===== config.mk =====
export PLATFORM = sky130hd
export DESIGN_NAME = mem_port_arbiter
export DESIGN_NICKNAME = d
export VERILOG_FILES = /design/src/rtl/mem_port_arbiter.sv
export SDC_FILE = /design/constraint.sdc
export NUM_CORES = 1
export LEC_CHECK = 0
export CAP_MARGIN = 40
export CORE_AREA = 2 2 109 111
export CTS_CLUSTER_SIZE = 28
export DETAILED_ROUTE_END_ITERATION = 16
export DIE_AREA = 0 0 111 113
export PLACE_DENSITY = 0.75
export SLEW_MARGIN = 20
export SYNTH_ARGS = -nofsm -noshare
export SYNTH_HDL_FRONTEND = slang
export SYNTH_SLANG_ARGS = --single-unit

===== constraint.sdc =====
create_clock -name clk -period 2.3 [get_ports clk]
set_input_delay 0.23 -clock clk [delete_from_list [all_inputs] [get_ports clk]]
set_output_delay 0.23 -clock clk [all_outputs]
set_load 0.1 [all_outputs]

===== src/rtl/mem_port_arbiter.sv =====
// Arbiter sharing one single-ported memory between instruction fetch and
// load/store. Data accesses win over fetches; the pipeline is frozen until
// both the current fetch and the current data access have completed.
//
// state | meaning
// IDLE  | no access in flight; issue pending data first, else pending fetch
// REQ   | request presented, waiting for mem_gnt; fields held from sel
// WAIT  | request accepted, waiting for mem_rvalid to capture the response
module mem_port_arbiter #(
    parameter int ADDR_W = 32,
    parameter int DATA_W = 32
) (
    input  logic                  clk,
    input  logic                  rst_n,
    input  logic                  if_req,
    input  logic [ADDR_W-1:0]     if_addr,
    input  logic                  dm_re,
    input  logic                  dm_we,
    input  logic [ADDR_W-1:0]     dm_addr,
    input  logic [DATA_W-1:0]     dm_wdata,
    input  logic [DATA_W/8-1:0]   dm_wmask,
    output logic                  mem_req,
    output logic                  mem_we,
    output logic [ADDR_W-1:0]     mem_addr,
    output logic [DATA_W-1:0]     mem_wdata,
    output logic [DATA_W/8-1:0]   mem_wmask,
    input  logic                  mem_gnt,
    input  logic                  mem_rvalid,
    input  logic [DATA_W-1:0]     mem_rdata,
    output logic [DATA_W-1:0]     instr_rdata,
    output logic [DATA_W-1:0]     dm_rdata,
    output logic                  stallF,
    output logic                  stallD,
    output logic                  stallE,
    output logic                  stallM,
    output logic                  flushW
);

    typedef enum logic [1:0] {ST_IDLE, ST_REQ, ST_WAIT} state_t;
    typedef enum logic {SEL_INSTR, SEL_DATA} sel_t;

    state_t            st;
    sel_t              sel;
    sel_t              sel_cur;
    logic              i_done;
    logic              d_done;
    logic [DATA_W-1:0] instr_q;
    logic [DATA_W-1:0] dmrd_q;
    logic              data_pend;
    logic              fetch_pend;
    logic              any_pend;
    logic              hold;

    assign data_pend  = (dm_re | dm_we) & ~d_done;
    assign fetch_pend = if_req & ~i_done;
    assign any_pend   = data_pend | fetch_pend;

    // Gated by rst_n so the freeze and the request drop the instant reset asserts.
    assign hold   = rst_n & any_pend;
    assign stallF = hold;
    assign stallD = hold;
    assign stallE = hold;
    assign stallM = hold;
    assign flushW = hold;

    assign instr_rdata = instr_q;
    assign dm_rdata    = dmrd_q;

    // Source selection: decided live in IDLE, taken from the latched sel afterwards.
    always_comb begin
        sel_cur = sel;
        if (st == ST_IDLE) begin
            sel_cur = data_pend ? SEL_DATA : SEL_INSTR;
        end
    end

    // Request strobe and field mux toward memory.
    always_comb begin
        mem_req = rst_n & (((st == ST_IDLE) & any_pend) | (st == ST_REQ));
        if (sel_cur == SEL_DATA) begin
            mem_we    = dm_we;
            mem_addr  = dm_addr;
            mem_wdata = dm_wdata;
            mem_wmask = dm_wmask;
        end else begin
            mem_we    = 1'b0;
            mem_addr  = if_addr;
            mem_wdata = '0;
            mem_wmask = '0;
        end
    end

    // Access sequencing, completion flags and response capture.
    always_ff @(posedge clk or negedge rst_n) begin
        if (!rst_n) begin
            st      <= ST_IDLE;
            sel     <= SEL_INSTR;
            i_done  <= 1'b0;
            d_done  <= 1'b0;
            instr_q <= '0;
            dmrd_q  <= '0;
        end else begin
            // Completion flags live for one instruction; the freeze lifting retires it.
            if (!hold) begin
                i_done <= 1'b0;
                d_done <= 1'b0;
            end
            case (st)
                ST_IDLE: begin
                    if (any_pend) begin
                        sel <= sel_cur;
                        st  <= mem_gnt ? ST_WAIT : ST_REQ;
                    end
                end
                ST_REQ: begin
                    if (mem_gnt) begin
                        st <= ST_WAIT;
                    end
                end
                ST_WAIT: begin
                    if (mem_rvalid) begin
                        st <= ST_IDLE;
                        if (sel == SEL_INSTR) begin
                            i_done  <= 1'b1;
                            instr_q <= mem_rdata;
                        end else begin
                            d_done <= 1'b1;
                            // A store's response is only an acknowledge; re+we counts as a store.
                            if (dm_re & ~dm_we) begin
                                dmrd_q <= mem_rdata;
                            end
                        end
                    end
                end
                default: st <= ST_IDLE;
            endcase
        end
    end

endmodule


# After elaboration in Yosys (flattened, before gate mapping)
# Cells that the tools add are included.
[word_totals]
ff_bits = 69
out_inout_bits = 139
elab_cells = 48
[classes]
n_eq_ne = 5
mux = 19
bitwise = 13
reduce_logical = 5
[ops]
columns = ["cell", "count"]
rows = [
  ["$mux 32", 2],
  ["$mux 1", 11],
  ["$mux 2", 4],
  ["$and 1x1->1", 6],
  ["$ne 2x2->1 const B", 3],
  ["$pmux 2 s3", 1],
  ["$reduce_and 3->1", 2],
  ["$mux 4", 1],
  ["$not 1->1", 4],
  ["$reduce_and 4->1", 1],
  ["$or 1x1->1", 3],
  ["$eq 2x1->1 const B", 1],
  ["$eq 2x2->1 const B", 1],
  ["$logic_not 2->1", 1],
  ["$reduce_and 2->1", 1],
]

# Longest topological paths before layout
[logic_depth]
depth_word = 8
ltp_mapped = 4
ltp_nobuf = 3

# Worst setup path before layout
# Ideal clock, no wire load.
[synth_timing]
path_type = "register to output"
start = "register i_done"
end = "output port stallD"
arrival_time_ns = 3.551
t_required_ns = 2.070
slack_ns = -1.481
stages_incl_launch_ff = 4
cell_sequence = "dfrtp_1 > nand2b_1 > a21boi_0 > buf_4"
[synth_between]
elab_chain_len = 4
[synth_lines]
columns = ["element", "line", "source"]
rows = [
  ["start: declaration", "45", "logic i_done;"],
  ["start signal: assignment", "98", "i_done <= 1'b0;"],
  ["start signal: assignment", "105", "i_done <= 1'b0;"],
  ["start signal: assignment", "124", "i_done <= 1'b1;"],
  ["$not 1->1", "55", "assign fetch_pend = if_req & ~i_done;"],
  ["$and 1x1->1", "55", ""],
  ["$or 1x1->1", "56", "assign any_pend = data_pend | fetch_pend;"],
  ["$and 1x1->1", "59", "assign hold = rst_n & any_pend;"],
  ["end: declaration", "33", "output logic stallD,"],
]
# No other way between the ends.

# Worst setup path after layout
[layout_timing]
start = "register st[0]"
end = "output port mem_addr[29]"
[layout_between]
elab_chain_len = 3
[layout_lines]
columns = ["element", "line", "source"]
rows = [
  ["start: declaration", "42", "state_t st;"],
  ["start signal: assignment", "112", "st <= mem_gnt ? ST_WAIT : ST_REQ;"],
  ["$logic_not 2->1", "72", "if (st == ST_IDLE) begin"],
  ["$mux 1", "72", ""],
  ["$mux 32", "80", "if (sel_cur == SEL_DATA) begin"],
  ["end: declaration", "24", "output logic [ADDR_W-1:0] mem_addr,"],
]
# No other way between the ends.

==> run_results.csv <==
group,metric,value,unit
outcome,status,"finished clean",
finish,regArea,1730,sq um
worst_setup_path,path_cells,"nor2_4, mux2i_4, buf_4, buf_12, mux2_2, buf_12",
cts,htreeDepth,3,
cts,root_buffer,"clkbuf_16",
routing,wl_per_cell,18.9,um
global_route,antenna_found_initial,0,
sta,hold_viol_final,0,
hold_path,hp-class,"in -> async",
finish,post-route-util,67.1,%
worst_setup_path,critPathTopFamily,"multiplexers",
yosys,ys_seq_area_share,50.1,%
finish,drive_gt1_share,56.5,%
cts,cts.path.max_buffers,2,
finish,fin_nets,673,
worst_setup_path,crit_path_end_kind,"primary output",
global_route,gr-total-overflow,0,
yosys,ys_ff_latch,69,
yosys,synth_top_area_cell,"dfrtp_1",
floorplan,num_io_pins,278,
floorplan,die_w,111,um
worst_setup_path,path_class,"reg -> out",
cts,insertion_delay,0.32,ns
global_route,grt_max_degree,67,
cts,clk_pin_slew,0.05,ns
sta,rsz0062_at_grt,"true",
floorplan,die_area,12500,sq um
finish,stdcell_count,681,
worst_setup_path,required,2.07,ns
finish,n_antenna_cell,0,
routing,dr.pass1.iters,4,
sta,skew,0.00370,ns
yosys,yosysWarnings,0,
yosys,synth.avg_cell_area,14.3,sq um
worst_setup_path,worstRegToRegCells,5,
global_route,grt_pass1_wl,19500,um
place,place_congestion,0.812,
finish,num-fill-cells,822,
worst_setup_path,critical_path.slowest_cell,"dfrtp_2",
yosys,syn_inst,240,
floorplan,start_util,30.5,%
global_route,grt_use_total,19.9,%
routing,num_vias,3071,
routing,drc,0,
yosys,ys_top_cells_by_area,"dfrtp_1 (50%), mux2_2 (22%), mux2_4 (13%)",
cts,cts_tree,"done",
finish,syn_to_final_growth,120,%
sta,fin_crit,2.27,ns
routing,met1_length,5160,um
worst_setup_path,timing.critical_path.buf_inv,3,
cts,cts_buffers,9,
place,hpwl,10100,um
worst_setup_path,arrival,2.04,ns
routing,vias_per_cell,4.51,
finish,layout_commonest_cell,"clkdlybuf4s50_1",
worst_setup_path,worst-path-stages,6,
routing,met2WireLength,6800,um
cts,cts.sinks,69,
routing,drt_wl_total,12900,um
sta,period_share,98.5,%
routing,ant_nets,0,
place,port_buffers,277,
worst_setup_path,slowest_delay,0.42,ns
global_route,grt_pass1_vias,3497,
floorplan,rows,39,
worst_setup_path,cp_common_cell,"buf_12",
sta,finalMaxSlewViolations,0,
sta,maxSlewHeadroom,74.7,%
flow_run,cap_violations,0,
finish,layout_common_cells,"clkdlybuf4s50_1 (136), buf_4 (81), buf_12 (79)",
finish,multiInputGateArea,1710,sq um
yosys,netlist_area,3440,sq um
routing,drt_iter0_drc,94,
sta,tightest_slew,0.379,ns
worst_setup_path,crit_fanout,16,
place,dpl_cell_area,7030,sq um
floorplan,coreArea,11300,sq um
routing,top_layer,"met4",
floorplan,fp.dieH,113,um
routing,wl_met3,777,um
yosys,ys_types,22,
place,placed_cells,655,
sta,fmax,0.441,GHz
sta,setup_viol,0,
worst_setup_path,crit_path_start_kind,"flop",
yosys,synth_top_area_share,50.1,%
worst_setup_path,ff2ff_setup_slack,0.38,ns
yosys,syn_nets,379,
finish,stdcell_area,7570,sq um
==> path summary, 6_finish.rpt <==
path                                 startpoint               to
max in group asynchronous                 rst_n   instr_rdata[1]
worst min register to register  instr_rdata[20]  instr_rdata[20]
worst min-delay path                      rst_n            st[0]
worst max register to register            st[0]     dm_rdata[23]
min in group clk                        mem_gnt            st[0]
worst max-delay path                      st[0]     mem_addr[29]
==> cell usage after synthesis, drive strengths merged <==
cell type,number
mux2,96
dfrtp,69
nor2b,37
buf,18
nand2,3
nor3b,3
o21ai,3
a21boi,1
a31o,1
a31oi,1
mux2i,1
nand2b,1
nand4b,1
nor2,1
nor3,1
nor4bb,1
o21ba,1
o21bai,1
==> state kept, by name, summed over array words and instances (netlist names) <==
signal and count:
dm_rdata 32, sel 1, instr_rdata 32, i_done 1, st 2, d_done 1
==> logic make-up (layout without fill, tap and decap cells) <==
logic type	after synthesis	count (layout)	share of synthesized area (%)
flops	69	69	50.1
buf+inv	18	316	4.18
mux	97	97	35.1
simple gates	48	48	9.01
compound gates	8	8	1.60
==> repair_timing <==
item                       in CTS  in global routing
setup endpoints to repair      46                 47
gates resized for setup         5                 23
cloned                          2                  1
buffers inserted                6                  0
hold endpoints to repair        4                  0
pin swaps                       1                  0
hold buffers                    1                  0
==> routing by layer <==
metal,up-vias,GRT usage [%]
met5,-,0
met1,1507,24.2
met2,132,35.9
met4,0,4.33
met3,8,5.03
li1,1424,-
==> final cells by class <==
class,count,area share (%)
Tap cell,143,2.36
Clock inverter,6,0.860
Clock buffer,9,2.98
Sequential cell,69,22.9
Multi-Input combinational cell,153,22.6
Timing Repair Buffer,301,48.4
==> metrics by stage <==
stage / hold slack, ns / TNS, ns / setup WS, ns
6_report: 0.321 / 0 / 0.0335
2_1_floorplan: -0.0656 / -6.69 / -0.231
4_1_cts: 0.321 / -0.333 / -0.0388
3_3_place_gp: 0.0423 / 0 / 0.0131
5_1_grt: 0.333 / -0.526 / -0.0366
3_5_place_dp: 0.0448 / -0.0972 / -0.0161
==> worst register-to-register path, cell delays in order, from the launching register on <==
cell and delay (ns):
dfrtp_2 0.42, buf_4 0.16, nand4b_1 0.26, nor3b_4 0.28, buf_12 0.28, mux2_2 0.41
Power is not shown: default switching activity piles up to over one toggle a cycle in this logic, so the estimate is an artifact.
